[src/rtl/hera_trace_tx.sv]
// Retirement-trace transmitter: queues one record per retired instruction and
// streams each one as a 9-byte frame over a valid/ready byte interface.
module hera_trace_tx #(
   parameter int DEPTH = 4
) (
   input  logic                       clk,
   input  logic                       rst,
   input  logic                       trace_en,
   input  logic                       retire_valid,
   input  logic [15:0]                retire_pc,
   input  logic [15:0]                retire_instr,
   input  logic                       retire_wr_en,
   input  logic [3:0]                 retire_wr_reg,
   input  logic [15:0]                retire_wr_data,
   input  logic [4:0]                 retire_flags,
   output logic                       tx_valid,
   output logic [7:0]                 tx_data,
   output logic                       tx_last,
   input  logic                       tx_ready,
   output logic [7:0]                 drop_cnt,
   output logic [$clog2(DEPTH):0]     fifo_level
);

   localparam int AW = $clog2(DEPTH);
   localparam int LW = AW + 1;

   typedef struct packed {
      logic        wr_en;
      logic [2:0]  seq;
      logic [3:0]  wr_reg;
      logic [15:0] pc;
      logic [15:0] instr;
      logic [15:0] wr_data;
      logic        lost;
      logic [4:0]  flags;
   } rec_t;

   typedef enum logic {IDLE, SEND} state_t;

   // Handshake: a byte moves on a rising edge where tx_valid && tx_ready.
   // tx_valid/tx_data/tx_last depend only on registered state, never on tx_ready.
   rec_t            mem [DEPTH];
   rec_t            head;
   rec_t            new_rec;
   logic [AW-1:0]   wr_ptr, rd_ptr;
   logic [LW-1:0]   count, count_d;
   logic [3:0]      b;
   logic [2:0]      seq;
   logic            lost;
   state_t          state_q, state_d;
   logic            want, hs, pop, push, drop;

   assign want = trace_en && retire_valid;
   assign hs   = tx_valid && tx_ready;
   assign pop  = hs && (b == 4'd8);
   // A full queue still accepts a record on the edge that pops the head.
   assign push = want && ((count < LW'(DEPTH)) || pop);
   assign drop = want && !push;

   always_comb begin
      new_rec         = '0;
      new_rec.wr_en   = retire_wr_en;
      new_rec.seq     = seq;
      new_rec.wr_reg  = retire_wr_reg;
      new_rec.pc      = retire_pc;
      new_rec.instr   = retire_instr;
      new_rec.wr_data = retire_wr_en ? retire_wr_data : 16'h0000;
      new_rec.lost    = lost;
      new_rec.flags   = retire_flags;
   end

   always_comb begin
      count_d = count;
      if (push && !pop)
         count_d = count + LW'(1);
      else if (pop && !push)
         count_d = count - LW'(1);
      state_d = (count_d != '0) ? SEND : IDLE;
   end

   always_ff @(posedge clk) begin
      if (push)
         mem[wr_ptr] <= new_rec;
   end

   always_ff @(posedge clk) begin
      if (rst) begin
         state_q  <= IDLE;
         count    <= '0;
         wr_ptr   <= '0;
         rd_ptr   <= '0;
         b        <= 4'd0;
         seq      <= 3'd0;
         lost     <= 1'b0;
         drop_cnt <= 8'd0;
      end else begin
         state_q <= state_d;
         count   <= count_d;
         if (push) begin
            wr_ptr <= wr_ptr + AW'(1);
            seq    <= seq + 3'd1;
         end
         if (pop)
            rd_ptr <= rd_ptr + AW'(1);
         if (hs)
            b <= (b == 4'd8) ? 4'd0 : b + 4'd1;
         if (drop)
            lost <= 1'b1;
         else if (push)
            lost <= 1'b0;
         if (drop && (drop_cnt != 8'hFF))
            drop_cnt <= drop_cnt + 8'd1;
      end
   end

   assign head       = mem[rd_ptr];
   assign tx_valid   = (state_q == SEND);
   assign tx_last    = tx_valid && (b == 4'd8);
   assign fifo_level = count;

   always_comb begin
      tx_data = 8'h00;
      if (tx_valid) begin
         case (b)
            4'd0:    tx_data = 8'hA5;
            4'd1:    tx_data = {head.wr_en, head.seq, head.wr_reg};
            4'd2:    tx_data = head.pc[15:8];
            4'd3:    tx_data = head.pc[7:0];
            4'd4:    tx_data = head.instr[15:8];
            4'd5:    tx_data = head.instr[7:0];
            4'd6:    tx_data = head.wr_data[15:8];
            4'd7:    tx_data = head.wr_data[7:0];
            4'd8:    tx_data = {head.lost, 2'b00, head.flags};
            default: tx_data = 8'h00;
         endcase
      end
   end

endmodule

[config.mk]
export PLATFORM = sky130hd
export DESIGN_NAME = hera_trace_tx
export DESIGN_NICKNAME = d
export VERILOG_FILES = /design/src/rtl/hera_trace_tx.sv
export SDC_FILE = /design/constraint.sdc
export NUM_CORES = 1
export LEC_CHECK = 0
export ABC_AREA = 0
export BUFFER_PORTS_ARGS = -buffer_cell sky130_fd_sc_hd__buf_2
export CORE_MARGIN = 4
export CORE_UTILIZATION = 50
export CTS_BUF_LIST = sky130_fd_sc_hd__clkbuf_2
export DETAILED_ROUTE_END_ITERATION = 6
export PLACE_DENSITY = 0.69
export SETUP_SLACK_MARGIN = 0.02
export SLEW_MARGIN = 20
export SYNTH_ARGS = -nofsm -noshare
export SYNTH_HDL_FRONTEND = slang
export SYNTH_SLANG_ARGS = --single-unit
[constraint.sdc]
create_clock -name clk -period 4.4 [get_ports clk]
set_input_delay 0.88 -clock clk [delete_from_list [all_inputs] [get_ports clk]]
set_output_delay 0.88 -clock clk [all_outputs]
set_load 0.01 [all_outputs]
==> results.md <==
- Top Ports: 84
- WS Path Type: flop to output port
- First-pass GRT wire length: 36100 microns
- R2R depth: 7
- Setup crit start kind: flop
- Placed Instances: between 900 and 1000
- Rel. slew slack: around 46%
- Final setup TNS: 0 ns
- Worst vdd ir: between 0.2 and 0.25 mV
- Post-layout util: between 50% and 60%
- CTS tree: done
- Worst endpoint required time: between 3 and 4 ns
- FP Rows: 53
- Avg Cell Area, Syn: around 18 sq um
- Root Buffer: clkbuf_2
- Most used DFF post-synth: edfxtp_1
- Worst-path clk slew: around 0.1 ns
- #FFs+latches synth: ~270
- Port bufs: a little over 80
- Initial antenna violation count: 1
- DP HPWL: roughly 15000 microns
- Reg2reg end: mem[1][53]$_DFFE_PP_
- Final #Nets: 825
- Leading area contributor after synthesis: edfxtp_1
- Syn_nets: just under 700
- Starting Density: roughly 50%
- Max incr delay on CP: approximately 0.73 ns
- Reg2Reg Setup Slack: 1.05 ns
- Die H: between 150 and 200 microns
- Final setup fails: 0
- H-tree level count: 3
- Highest clock rate: around 240 MHz
- Cell variety after synth: 52
- Clk_lat worst skew: approximately 0.83 ns
- GR Overflow Total: 0
- Most common cell in the synthesized netlist: edfxtp_1
- Clk buf depth: 3
- Via density: ~5.8
- Fin Hold WS: between 0.2 and 0.3 ns
- Commonest cells post-synth: edfxtp_1 (248), mux4_2 (44), mux2i_1 (36), dfxtp_1 (26), nor2_1 (26)
- CTS Sinks: 274
- Core Region: 21300 sq um
- Synthesized cell area: 10900 sq um
- Routed Antenna Nets: 0
- Post-synthesis async set-or-reset flop share: 0%
- R2R Path Start: b[0]$_SDFFE_PP0P_
- Worst Path Max Fanout: 12
- Routed WL: 23500 microns
- Die width: 156 microns
- Largest net degree at the start of global routing: 50
- DRC: 0
- WL per Instance: ~22 microns
- Max-Cap Viols: 0
- Placed inst area: ~12000 sq um
- Top cell type's share of synthesized area: 68.1%
- Vias in the first global route: 6584
- Delay-heaviest family, CP: simple AND/OR/NAND/NOR gates
- PD cells: 399 nW/um^2
- Final Cell Area: 12300 sq um
- Post-Synthesis Cells: 612
- Area added between synthesis and finish: 12.9%
- Post-synth EDFFs: between 200 and 250
- Via count: ~6200
- Number of iterations in the first detailed-routing pass: 5
- Final Skew: around 0.055 ns
- RSZ-0062 raised after global routing: no
- Total die area: 24300 sq um
- CP bufs+invs: 2
- Total leakage power: between 4 and 5 nW
- Worst Path Arrival: roughly 3.3 ns
- Worst-margin pin slew: 0.814 ns
- Hold_sp: retire_instr[11]
- Critical path, cell by cell: inv_1 -> ha_1 -> and3b_1 -> a22o_1 -> a311oi_1 -> a31oi_1 -> buf_2
- Min-Delay Endpoint: mem[1][33]$_DFFE_PP_
- Min-Delay Path Depth: 1
- Hold Fails Final Rpt: 0
- Gpl congestion: between 0.8 and 0.9
- Crit path max-delay cell type: and3b_1
- Top cells by area, synth: edfxtp_1 (68%), mux4_2 (9.1%), dfxtp_1 (4.8%)
- Sequential fraction of the synthesis area: roughly 73%
- Crit path capture type: output port
- Min Tclk post-route: slightly above 4 ns
- Outcome: complete, no violations
- CTS buffer count: 70
- Min-Delay Path Class: input pin to flop
- Final cell count without fillers: between 1000 and 1500
- GR Util All Layers: 19.6%
- Initial drt markers: approximately 550
- Slew Viols, Final: 0
- Layout cell share with drive strength beyond 1: around a third
- Synthesis Warnings: 0
- Period Utilization, post-route: between 90% and 100%
flip-flops by register name (all words and copies together) (netlist names), named ones only:
register	flops
tx_valid	1
seq	3
rd_ptr	2
wr_ptr	2
mem	248
b	4
fifo_level	3
lost	1
drop_cnt	8
layout make-up:
class | count | area, sq um
diodes | 2 | 5.00
clock buffers | 92 | 460
clock inverters | 22 | 168
fillers | 1647 | 8940
inverters | 10 | 37.5
multi-input cells | 296 | 2780
flip-flops and latches | 274 | 7980
well taps | 275 | 344
repair buffers | 98 | 578
power breakdown:
part           leakage [nW]  switching [mW]  internal, mW
registers              2.48          0.0269          2.90
logic                  1.20           0.179         0.104
clock network         0.466           0.971         0.742
layer usage:
layer	vias up	wire [microns]	global-route usage, %
met4	0	522	7.59
li1	2779	-	-
met2	265	11800	31.8
met1	3105	9500	25.7
met5	-	0	0
met3	42	1630	4.91
cell families (layout without fill, tap and decap cells):
logic type               Yosys count  in the layout  synth area share [%]
XOR/XNOR                          11             11                 0.881
adder cells (fa/ha/maj)           12             12                  1.37
flip-flops                       274            274                  72.9
AO/OA/AOI/OAI                     71             71                  4.66
multiplexers                      82             82                  12.6
buffers and inverters             42            222                  1.80
other                              0              2                     0
AND/OR/NAND/NOR                  120            120                  5.88
stage by stage:
| step | total power [mW] | setup WS (ns) |
|---|---|---|
| final | 4.92 | 0.264 |
| after global routing | 5.16 | 0.0986 |
| after CTS | 4.98 | 0.104 |
| after detailed placement | 3.27 | 0.992 |
| after global placement | 3.26 | 1.11 |
| after floorplan | 3.14 | 0.942 |
worst max-delay path by stage:
stage / from / end / depth (start not counted) / slack (ns)
5_1_grt: b[2]$_SDFFE_PP0P_ / tx_data[4] / 6 / 0.1
2_1_floorplan: tx_ready / mem[0][0]$_DFFE_PP_ / 5 / 0.94
6_report: b[0]$_SDFFE_PP0P_ / tx_data[1] / 7 / 0.26
4_1_cts: b[2]$_SDFFE_PP0P_ / tx_data[4] / 6 / 0.10
3_3_place_gp: flop / tx_data[0] / 5 / 1.11
3_5_place_dp: b[2]$_SDFFE_PP0P_ / tx_data[4] / 6 / 0.99
layout by cell type, fill, tap and decap left out, types with 3 or more instances in the layout:
cell,instances
buf_4,11
buf_2,83
mux4_2,44
o22ai_1,7
clkbuf_2,92
bufinv_16,3
nand4_1,3
nor4_1,3
a22o_1,3
xnor2_1,5
and3_1,6
and2_2,5
nor3_1,8
xor2_1,6
inv_2,3
a31oi_1,13
buf_12,4
inv_1,10
dfxtp_1,24
and3b_1,3
a311oi_1,4
nor2_1,26
a211oi_1,3
ha_1,12
edfxtp_1,248
a21oi_1,13
and2_1,16
nand2_1,20
o21ai_0,5
mux2i_1,36
nand3_1,16
o32ai_1,4
a32oi_1,8
clkinv_1,13
timing repair:
action / 4_1_cts / 5_1_grt
hold buffers: 0 / 0
resized for setup: 0 / 1
setup endpoints to repair: 0 / 6
buffers inserted: 0 / 1
(Power assumes the default switching activity.)
